**src/rtl/aes_pkg.sv**
```systemverilog
// Shared AES datapath types and GF(2^8) helpers for the InvMixColumns engine.
// Field polynomial x^8+x^4+x^3+x+1; multiples are built from xtime chains.
package aes_pkg;

    localparam int AES_NUM_COLS = 4;

    typedef logic [127:0] aes_state_t;
    typedef logic [31:0]  aes_col_t;

    // Multiply by x (02) modulo the AES field polynomial.
    function automatic logic [7:0] gf_xtime(input logic [7:0] a);
        return {a[6:0], 1'b0} ^ (a[7] ? 8'h1b : 8'h00);
    endfunction

    // Multiply by one of the fixed MixColumns constants (01/02/03/09/0b/0d/0e).
    function automatic logic [7:0] gf_mul(input logic [7:0] a, input logic [7:0] m);
        logic [7:0] x2;
        logic [7:0] x4;
        logic [7:0] x8;
        logic [7:0] r;
        x2 = gf_xtime(a);
        x4 = gf_xtime(x2);
        x8 = gf_xtime(x4);
        case (m)
            8'h02:   r = x2;
            8'h03:   r = x2 ^ a;
            8'h09:   r = x8 ^ a;
            8'h0b:   r = x8 ^ x2 ^ a;
            8'h0d:   r = x8 ^ x4 ^ a;
            8'h0e:   r = x8 ^ x4 ^ x2;
            default: r = a;
        endcase
        return r;
    endfunction

endpackage

```
**src/rtl/aes_inv_mix_columns_seq_if.sv**
```systemverilog
// Handshake bundle for aes_inv_mix_columns_seq: input state channel and
// output state channel. mode_inv exists only when AES_INV_MIX_FWD_EN is defined.
interface aes_inv_mix_columns_seq_if import aes_pkg::*; ();

    logic       in_valid;
    logic       in_ready;
    aes_state_t state_in;
    logic       out_valid;
    logic       out_ready;
    aes_state_t state_out;
`ifdef AES_INV_MIX_FWD_EN
    logic       mode_inv;
`endif

    // Producer of blocks / consumer of results.
    modport master (
        output in_valid,
        output state_in,
        output out_ready,
`ifdef AES_INV_MIX_FWD_EN
        output mode_inv,
`endif
        input  in_ready,
        input  out_valid,
        input  state_out
    );

    // The transform engine.
    modport slave (
        input  in_valid,
        input  state_in,
        input  out_ready,
`ifdef AES_INV_MIX_FWD_EN
        input  mode_inv,
`endif
        output in_ready,
        output out_valid,
        output state_out
    );

endinterface

```
**src/rtl/aes_inv_mix_column_word.sv**
```systemverilog
// Combinational single-column (32-bit) InvMixColumns transform.
// With AES_INV_MIX_FWD_EN defined, mode_inv=0 selects forward MixColumns.
module aes_inv_mix_column_word import aes_pkg::*; (
`ifdef AES_INV_MIX_FWD_EN
    input  logic     mode_inv,
`endif
    input  aes_col_t col_in,
    output aes_col_t col_out
);

    logic [7:0] a0, a1, a2, a3;
    aes_col_t   inv_col;

    assign a0 = col_in[31:24];
    assign a1 = col_in[23:16];
    assign a2 = col_in[15:8];
    assign a3 = col_in[7:0];

    // Inverse matrix rows are rotations of [0e 0b 0d 09].
    always_comb begin
        inv_col[31:24] = gf_mul(a0, 8'h0e) ^ gf_mul(a1, 8'h0b) ^ gf_mul(a2, 8'h0d) ^ gf_mul(a3, 8'h09);
        inv_col[23:16] = gf_mul(a0, 8'h09) ^ gf_mul(a1, 8'h0e) ^ gf_mul(a2, 8'h0b) ^ gf_mul(a3, 8'h0d);
        inv_col[15:8]  = gf_mul(a0, 8'h0d) ^ gf_mul(a1, 8'h09) ^ gf_mul(a2, 8'h0e) ^ gf_mul(a3, 8'h0b);
        inv_col[7:0]   = gf_mul(a0, 8'h0b) ^ gf_mul(a1, 8'h0d) ^ gf_mul(a2, 8'h09) ^ gf_mul(a3, 8'h0e);
    end

`ifdef AES_INV_MIX_FWD_EN
    aes_col_t fwd_col;

    // Forward matrix rows are rotations of [02 03 01 01].
    always_comb begin
        fwd_col[31:24] = gf_mul(a0, 8'h02) ^ gf_mul(a1, 8'h03) ^ a2 ^ a3;
        fwd_col[23:16] = a0 ^ gf_mul(a1, 8'h02) ^ gf_mul(a2, 8'h03) ^ a3;
        fwd_col[15:8]  = a0 ^ a1 ^ gf_mul(a2, 8'h02) ^ gf_mul(a3, 8'h03);
        fwd_col[7:0]   = gf_mul(a0, 8'h03) ^ a1 ^ a2 ^ gf_mul(a3, 8'h02);
    end

    assign col_out = mode_inv ? inv_col : fwd_col;
`else
    assign col_out = inv_col;
`endif

endmodule

```
**src/rtl/aes_inv_mix_columns_seq.sv**
```systemverilog
// Iterative AES InvMixColumns engine: accepts one 128-bit column-major state,
// transforms COLS_PER_CYCLE columns per clock, then presents the result until
// the consumer takes it. Optional macro AES_INV_MIX_FWD_EN adds a per-block
// forward/inverse mode selected by mode_inv at accept.
module aes_inv_mix_columns_seq import aes_pkg::*; #(
    parameter int COLS_PER_CYCLE = 1
) (
    input logic                      clk,
    input logic                      rst,
    aes_inv_mix_columns_seq_if.slave bus
);

    if (COLS_PER_CYCLE != 1 && COLS_PER_CYCLE != 2 && COLS_PER_CYCLE != 4) begin : g_bad_cols
        $error("aes_inv_mix_columns_seq: COLS_PER_CYCLE must be 1, 2 or 4");
    end

    localparam logic [1:0] ST_IDLE = 2'd0;
    localparam logic [1:0] ST_BUSY = 2'd1;
    localparam logic [1:0] ST_DONE = 2'd2;

    localparam logic [1:0] COL_STEP   = 2'(COLS_PER_CYCLE);
    localparam logic [2:0] COL_STEP_W = 3'(COLS_PER_CYCLE);

    logic [1:0] state;
    logic [1:0] col_idx;
    aes_state_t src_reg;
    aes_state_t dst_reg;
    logic       in_ready_int;
    logic       accept;
    logic       last_group;

    logic [1:0] grp_slot [COLS_PER_CYCLE];
    aes_col_t   grp_in   [COLS_PER_CYCLE];
    aes_col_t   grp_out  [COLS_PER_CYCLE];

`ifdef AES_INV_MIX_FWD_EN
    logic mode_reg;
`endif

    assign in_ready_int = !rst && ((state == ST_IDLE) || ((state == ST_DONE) && bus.out_ready));
    assign accept       = bus.in_valid && in_ready_int;
    assign last_group   = ({1'b0, col_idx} + COL_STEP_W) == 3'(AES_NUM_COLS);

    assign bus.in_ready  = in_ready_int;
    assign bus.out_valid = (state == ST_DONE);
    // Gated so a half-written dst_reg is never visible on the bus.
    assign bus.state_out = (state == ST_DONE) ? dst_reg : '0;

    // Column group currently being transformed; col 0 occupies the MSBs.
    for (genvar k = 0; k < COLS_PER_CYCLE; k++) begin : g_col
        assign grp_slot[k] = col_idx + 2'(k);
        assign grp_in[k]   = src_reg[{~grp_slot[k], 5'b00000} +: 32];

        aes_inv_mix_column_word u_word (
`ifdef AES_INV_MIX_FWD_EN
            .mode_inv (mode_reg),
`endif
            .col_in   (grp_in[k]),
            .col_out  (grp_out[k])
        );
    end

    // Control FSM, source capture and per-group result writeback.
    always_ff @(posedge clk) begin
        if (rst) begin
            state   <= ST_IDLE;
            col_idx <= '0;
            src_reg <= '0;
            dst_reg <= '0;
`ifdef AES_INV_MIX_FWD_EN
            mode_reg <= 1'b1;
`endif
        end else begin
            case (state)
                ST_IDLE: begin
                    if (accept) begin
                        src_reg <= bus.state_in;
                        col_idx <= '0;
                        state   <= ST_BUSY;
`ifdef AES_INV_MIX_FWD_EN
                        mode_reg <= bus.mode_inv;
`endif
                    end
                end
                ST_BUSY: begin
                    for (int unsigned k = 0; k < unsigned'(COLS_PER_CYCLE); k++) begin
                        dst_reg[{~grp_slot[k], 5'b00000} +: 32] <= grp_out[k];
                    end
                    col_idx <= col_idx + COL_STEP;
                    if (last_group) begin
                        state <= ST_DONE;
                    end
                end
                ST_DONE: begin
                    if (bus.out_ready) begin
                        if (accept) begin
                            src_reg <= bus.state_in;
                            col_idx <= '0;
                            state   <= ST_BUSY;
`ifdef AES_INV_MIX_FWD_EN
                            mode_reg <= bus.mode_inv;
`endif
                        end else begin
                            state <= ST_IDLE;
                        end
                    end
                end
                default: state <= ST_IDLE;
            endcase
        end
    end

endmodule

```
**src/flat_wrapper.sv**
```systemverilog
// flat-port wrapper written by rule: the top's interface ports become plain ports
module aes_inv_mix_columns_seq_flat import aes_pkg::*;
#(
    parameter int COLS_PER_CYCLE = 1
)
  (clk, rst, bus_in_valid, bus_state_in, bus_out_ready, bus_in_ready, bus_out_valid, bus_state_out);
  aes_inv_mix_columns_seq_if bus_i ();
  input logic clk;
  input logic rst;
  input wire logic [$bits(bus_i.in_valid)-1:0] bus_in_valid;
  input wire logic [$bits(bus_i.state_in)-1:0] bus_state_in;
  input wire logic [$bits(bus_i.out_ready)-1:0] bus_out_ready;
  output wire logic [$bits(bus_i.in_ready)-1:0] bus_in_ready;
  output wire logic [$bits(bus_i.out_valid)-1:0] bus_out_valid;
  output wire logic [$bits(bus_i.state_out)-1:0] bus_state_out;
  assign bus_i.in_valid = bus_in_valid;
  assign bus_i.state_in = bus_state_in;
  assign bus_i.out_ready = bus_out_ready;
  assign bus_in_ready = bus_i.in_ready;
  assign bus_out_valid = bus_i.out_valid;
  assign bus_state_out = bus_i.state_out;
  aes_inv_mix_columns_seq #(.COLS_PER_CYCLE(COLS_PER_CYCLE)) u_core (.clk(clk), .rst(rst), .bus(bus_i));
endmodule
```
**config.mk**
```make
export PLATFORM = sky130hd
export DESIGN_NAME = aes_inv_mix_columns_seq_flat
export DESIGN_NICKNAME = d
export VERILOG_FILES = /design/src/rtl/aes_pkg.sv /design/src/rtl/aes_inv_mix_columns_seq_if.sv /design/src/rtl/aes_inv_mix_column_word.sv /design/src/rtl/aes_inv_mix_columns_seq.sv /design/src/flat_wrapper.sv
export SDC_FILE = /design/constraint.sdc
export NUM_CORES = 1
export LEC_CHECK = 0
export BUFFER_PORTS_ARGS = -buffer_cell sky130_fd_sc_hd__buf_2
export CORE_MARGIN = 5
export CORE_UTILIZATION = 45
export DETAILED_ROUTE_END_ITERATION = 7
export PLACE_DENSITY = 0.77
export SYNTH_ARGS = -nofsm -noshare
export SYNTH_HDL_FRONTEND = slang
export SYNTH_SLANG_ARGS = --single-unit
```
**constraint.sdc**
```tcl
create_clock -name clk -period 2.9 [get_ports clk]
set_clock_uncertainty 0.1 [all_clocks]
set_input_delay 0.29 -clock clk [delete_from_list [all_inputs] [get_ports clk]]
set_output_delay 0.29 -clock clk [all_outputs]
set_load 0.05 [all_outputs]
```
==> metrics.md <==
| Metric | Value |
|---|---|
| Setup WS pre-CTS | -0.2819 ns |
| Hold Startpoint | bus_in_valid |
| DRC Markers | 0 |
| Final setup vio count | 75 |
| Detail Route Antenna Nets | 0 |
| CP Launch Type | flop |
| DIE HEIGHT | 177.3 um |
| Area of the die | roughly 31000 um2 |
| Clock sinks | between 200 and 300 |
| Clock transition at the registers of the reported paths | 0.06 ns |
| Placed Area | 15090 um2 |
| Final HPWL from detailed placement | about 27000 um |
| Vias per cell | between 5 and 6 |
| Detailed router's first-iteration violation count | slightly above 1000 |
| Number of global-route vias before repair | around 12000 |
| Worst slew margin | 54.33% |
| Pwr/cell area | slightly below 800 nW/um2 |
| Std cell rows | 61 |
| Hold EP | u_core.state[0]$_SDFFE_PP0P_ |
| Area grow syn2layout | 49.43% |
| Final hold vios | 0 |
| Core Area | roughly 28000 um2 |
| Post-layout util | 67.92% |
| Hold Crit Depth | 4 |
| Layout cells sized above 1 | between 30 and 40% |
| Starting Density | 45.45% |
| Minimum hold slack | 0.04850 ns |
| Final wirelength | ~42000 um |
| Reg-to-Reg End | u_core.dst_reg[67]$_SDFFE_PP0P_ |
| Netlist cell types | 32 |
| RSZ-0062 raised after global routing | yes |
| Min-delay worst type | input pin to flop |
| Largest net degree at the start of global routing | 130 |
| CTS tree | done |
| Routed via count | 11610 |
| Port bufs | approximately 260 |
| Signal arrival time at the worst endpoint | 3.48 ns |
| Pleak | between 8 and 9 nW |
| Initial antenna violation count | 2 |
| Setup crit end kind | flop |
| Reg-to-reg setup timing slack | -0.27 ns |
| Wire per inst | 19.15 um |
| Root buffer cell | clkbuf_16 |
| Inst Count DP | 2002 |
| Crit Path Class | flop to flop |
| Syn. warnings | 0 |
| Post-Syn Nets | ~1500 |
| Fin cells | 2214 |
| CTS max path bufs | 3 |
| Final worst path period share | 109.4% |
| Setup WS post-layout | -0.2725 ns |
| VDD IR max | around 0.5 mV |
| CP max FO | 6 |
| Final GP Congestion | 0.9650 |
| Failing checks | negative setup slack |
| Final nets | 1951 |
| Register area share after synthesis | roughly 41% |
| Status | complete, but fails checks |
| Synthesized flop and latch total | 260 |
| All-layer global routing usage | 25.48% |
| Mapped Avg Cell Area | ~9.4 um2 |
| Die Wd | between 150 and 200 um |
| # IOs | around 260 |
| Total gr overflow | 0 |
| Setup TNS | -9.193 ns |
| F_max | between 300 and 400 MHz |
| Max-slew violation count | 0 |
| Worst endpoint required time | 3.21 ns |
| Power consumption | between 10 and 15 mW |
| Cts bufs inserted | 26 |
| Cells after synthesis | roughly 1300 |
| Max Cap Viol | 0 |
| Final instance area | ~19000 um2 |
| Slew @ Worst Pin | roughly 0.7 ns |
| H-Tree Depth | 1 |
| First-pass GRT wire length | 63730 um |
| Synthesized area | 12590 um2 |
| Post-route minimum period | about 3.2 ns |
| Worst R2R Path Depth | 8 |
| Clock Latency Late Sink | 0.54 ns |
| First drt pass iteration count | 5 |
| Reg-to-Reg Start | u_core.col_idx[0]$_SDFFE_PP0P_ |
==> worst max-delay path, cell delays in order, from the launching register on <==
cell     delay [ns]
dfxtp_4        0.42
buf_6          0.14
mux4_2         0.55
xnor2_2        0.19
xnor3_2        0.51
xnor2_4        0.22
xor2_2         0.28
xnor3_2        0.38
a22o_1         0.23
==> power by group <==
group	leakage (nW)	total, mW	internal [mW]	switching [mW]
Combinational	5.95	7.19	3.58	3.61
Clock	0.440	3.57	2.16	1.41
Sequential	2.12	4.00	3.83	0.164
==> cell usage after synthesis <==
master	n	area, um2
a21oi_1	7	35.03
o22a_1	1	8.760
xnor3_2	1	23.77
nand3_1	2	10.01
xnor2_1	138	1209
buf_2	13	65.06
nor3_1	2	10.01
xnor2_4	3	82.58
nor4b_1	1	8.760
inv_1	2	7.510
mux4_2	31	698.2
nor2b_1	4	25.02
buf_6	3	33.78
mux4_1	1	26.28
clkbuf_1	81	304.0
nand3b_1	129	968.4
xor2_2	3	48.80
nand2b_1	2	12.51
nand2_1	265	994.7
a22oi_1	64	480.5
nor4_1	2	12.51
xor2_1	38	332.8
xnor3_1	8	180.2
nor2_1	68	255.2
buf_1	2	7.510
xnor2_2	4	65.06
buf_4	6	45.04
a22o_1	64	560.5
and2_1	129	807.0
nor3b_1	1	7.510
dfxtp_1	260	5205
ha_1	5	62.56
==> cell families after synthesis <==
family                   after synthesis  share of synthesized area, %
AO/OA/AOI/OAI                        136                         8.614
XOR/XNOR                             195                         15.42
adder cells (fa/ha/maj)                5                        0.4968
buffers and inverters                107                         3.676
flip-flops                           260                         41.33
multiplexers                          32                         5.753
AND/OR/NAND/NOR                      605                         24.71
==> cell type report <==
type	count	area, um2
tap	378	473.0
clock inverter	12	170.2
timing repair buffer	551	3976
inverter	2	7.507
multi-input combinational	973	8227
antenna	2	5.005
clock buffer	36	749.5
fill	1981	8887
sequential	260	5210
==> timing repair <==
item,CTS,global route
endpoints found under the setup margin,124,124
buffers inserted,16,22
endpoints found under the hold margin,128,0
gates cloned,0,0
pin swaps,24,47
gates resized for setup,65,98
hold buffers,128,0
==> placed cells by master, fill, tap and decap left out, types with 3 or more instances in the layout <==
master         count
mux4_2            32
buf_6             12
dlygate4sd3_1    128
and2_1           128
nand2_1          264
xor2_1            20
dfxtp_1          258
nor2_1            68
xor2_2            12
nand3b_1         129
a22oi_1           50
xnor2_2           51
clkinv_2           4
a22oi_2           14
clkbuf_8           4
clkbuf_1           5
bufinv_16          4
a21oi_1            7
xnor3_2            8
buf_2            260
nor2b_1            3
xor2_4             9
a22o_1            64
xnor2_1           59
buf_12            10
buf_4            141
clkbuf_16         27
xnor2_4           35
ha_1               5
clkinvlp_4         4
==> per-layer routing <==
metal	vias up	track usage, %	part of all wire, %
li1	5414	-	-
met1	5566	32.95	40
met2	550	43.79	49
met3	82	4.935	8.0
met4	0	6.832	2.7
met5	-	0	0
==> how the worst max path moves through the flow <==
stage          cells after the start                      startpoint  slack (ns)                         endpoint
2_1_floorplan                      9  u_core.col_idx[0]$_SDFFE_PP0P_       -0.02  u_core.dst_reg[19]$_SDFFE_PP0P_
5_1_grt                            9  u_core.col_idx[0]$_SDFFE_PP0P_       -0.32  u_core.dst_reg[67]$_SDFFE_PP0P_
4_1_cts                            8  u_core.col_idx[0]$_SDFFE_PP0P_       -0.22  u_core.dst_reg[67]$_SDFFE_PP0P_
3_5_place_dp                       8  u_core.col_idx[0]$_SDFFE_PP0P_       -0.28   u_core.dst_reg[3]$_SDFFE_PP0P_
6_report                           8  u_core.col_idx[0]$_SDFFE_PP0P_       -0.27  u_core.dst_reg[67]$_SDFFE_PP0P_
3_3_place_gp                       8  u_core.col_idx[0]$_SDFFE_PP0P_       -0.20   u_core.dst_reg[3]$_SDFFE_PP0P_
Power figures use the tool's default switching activity.
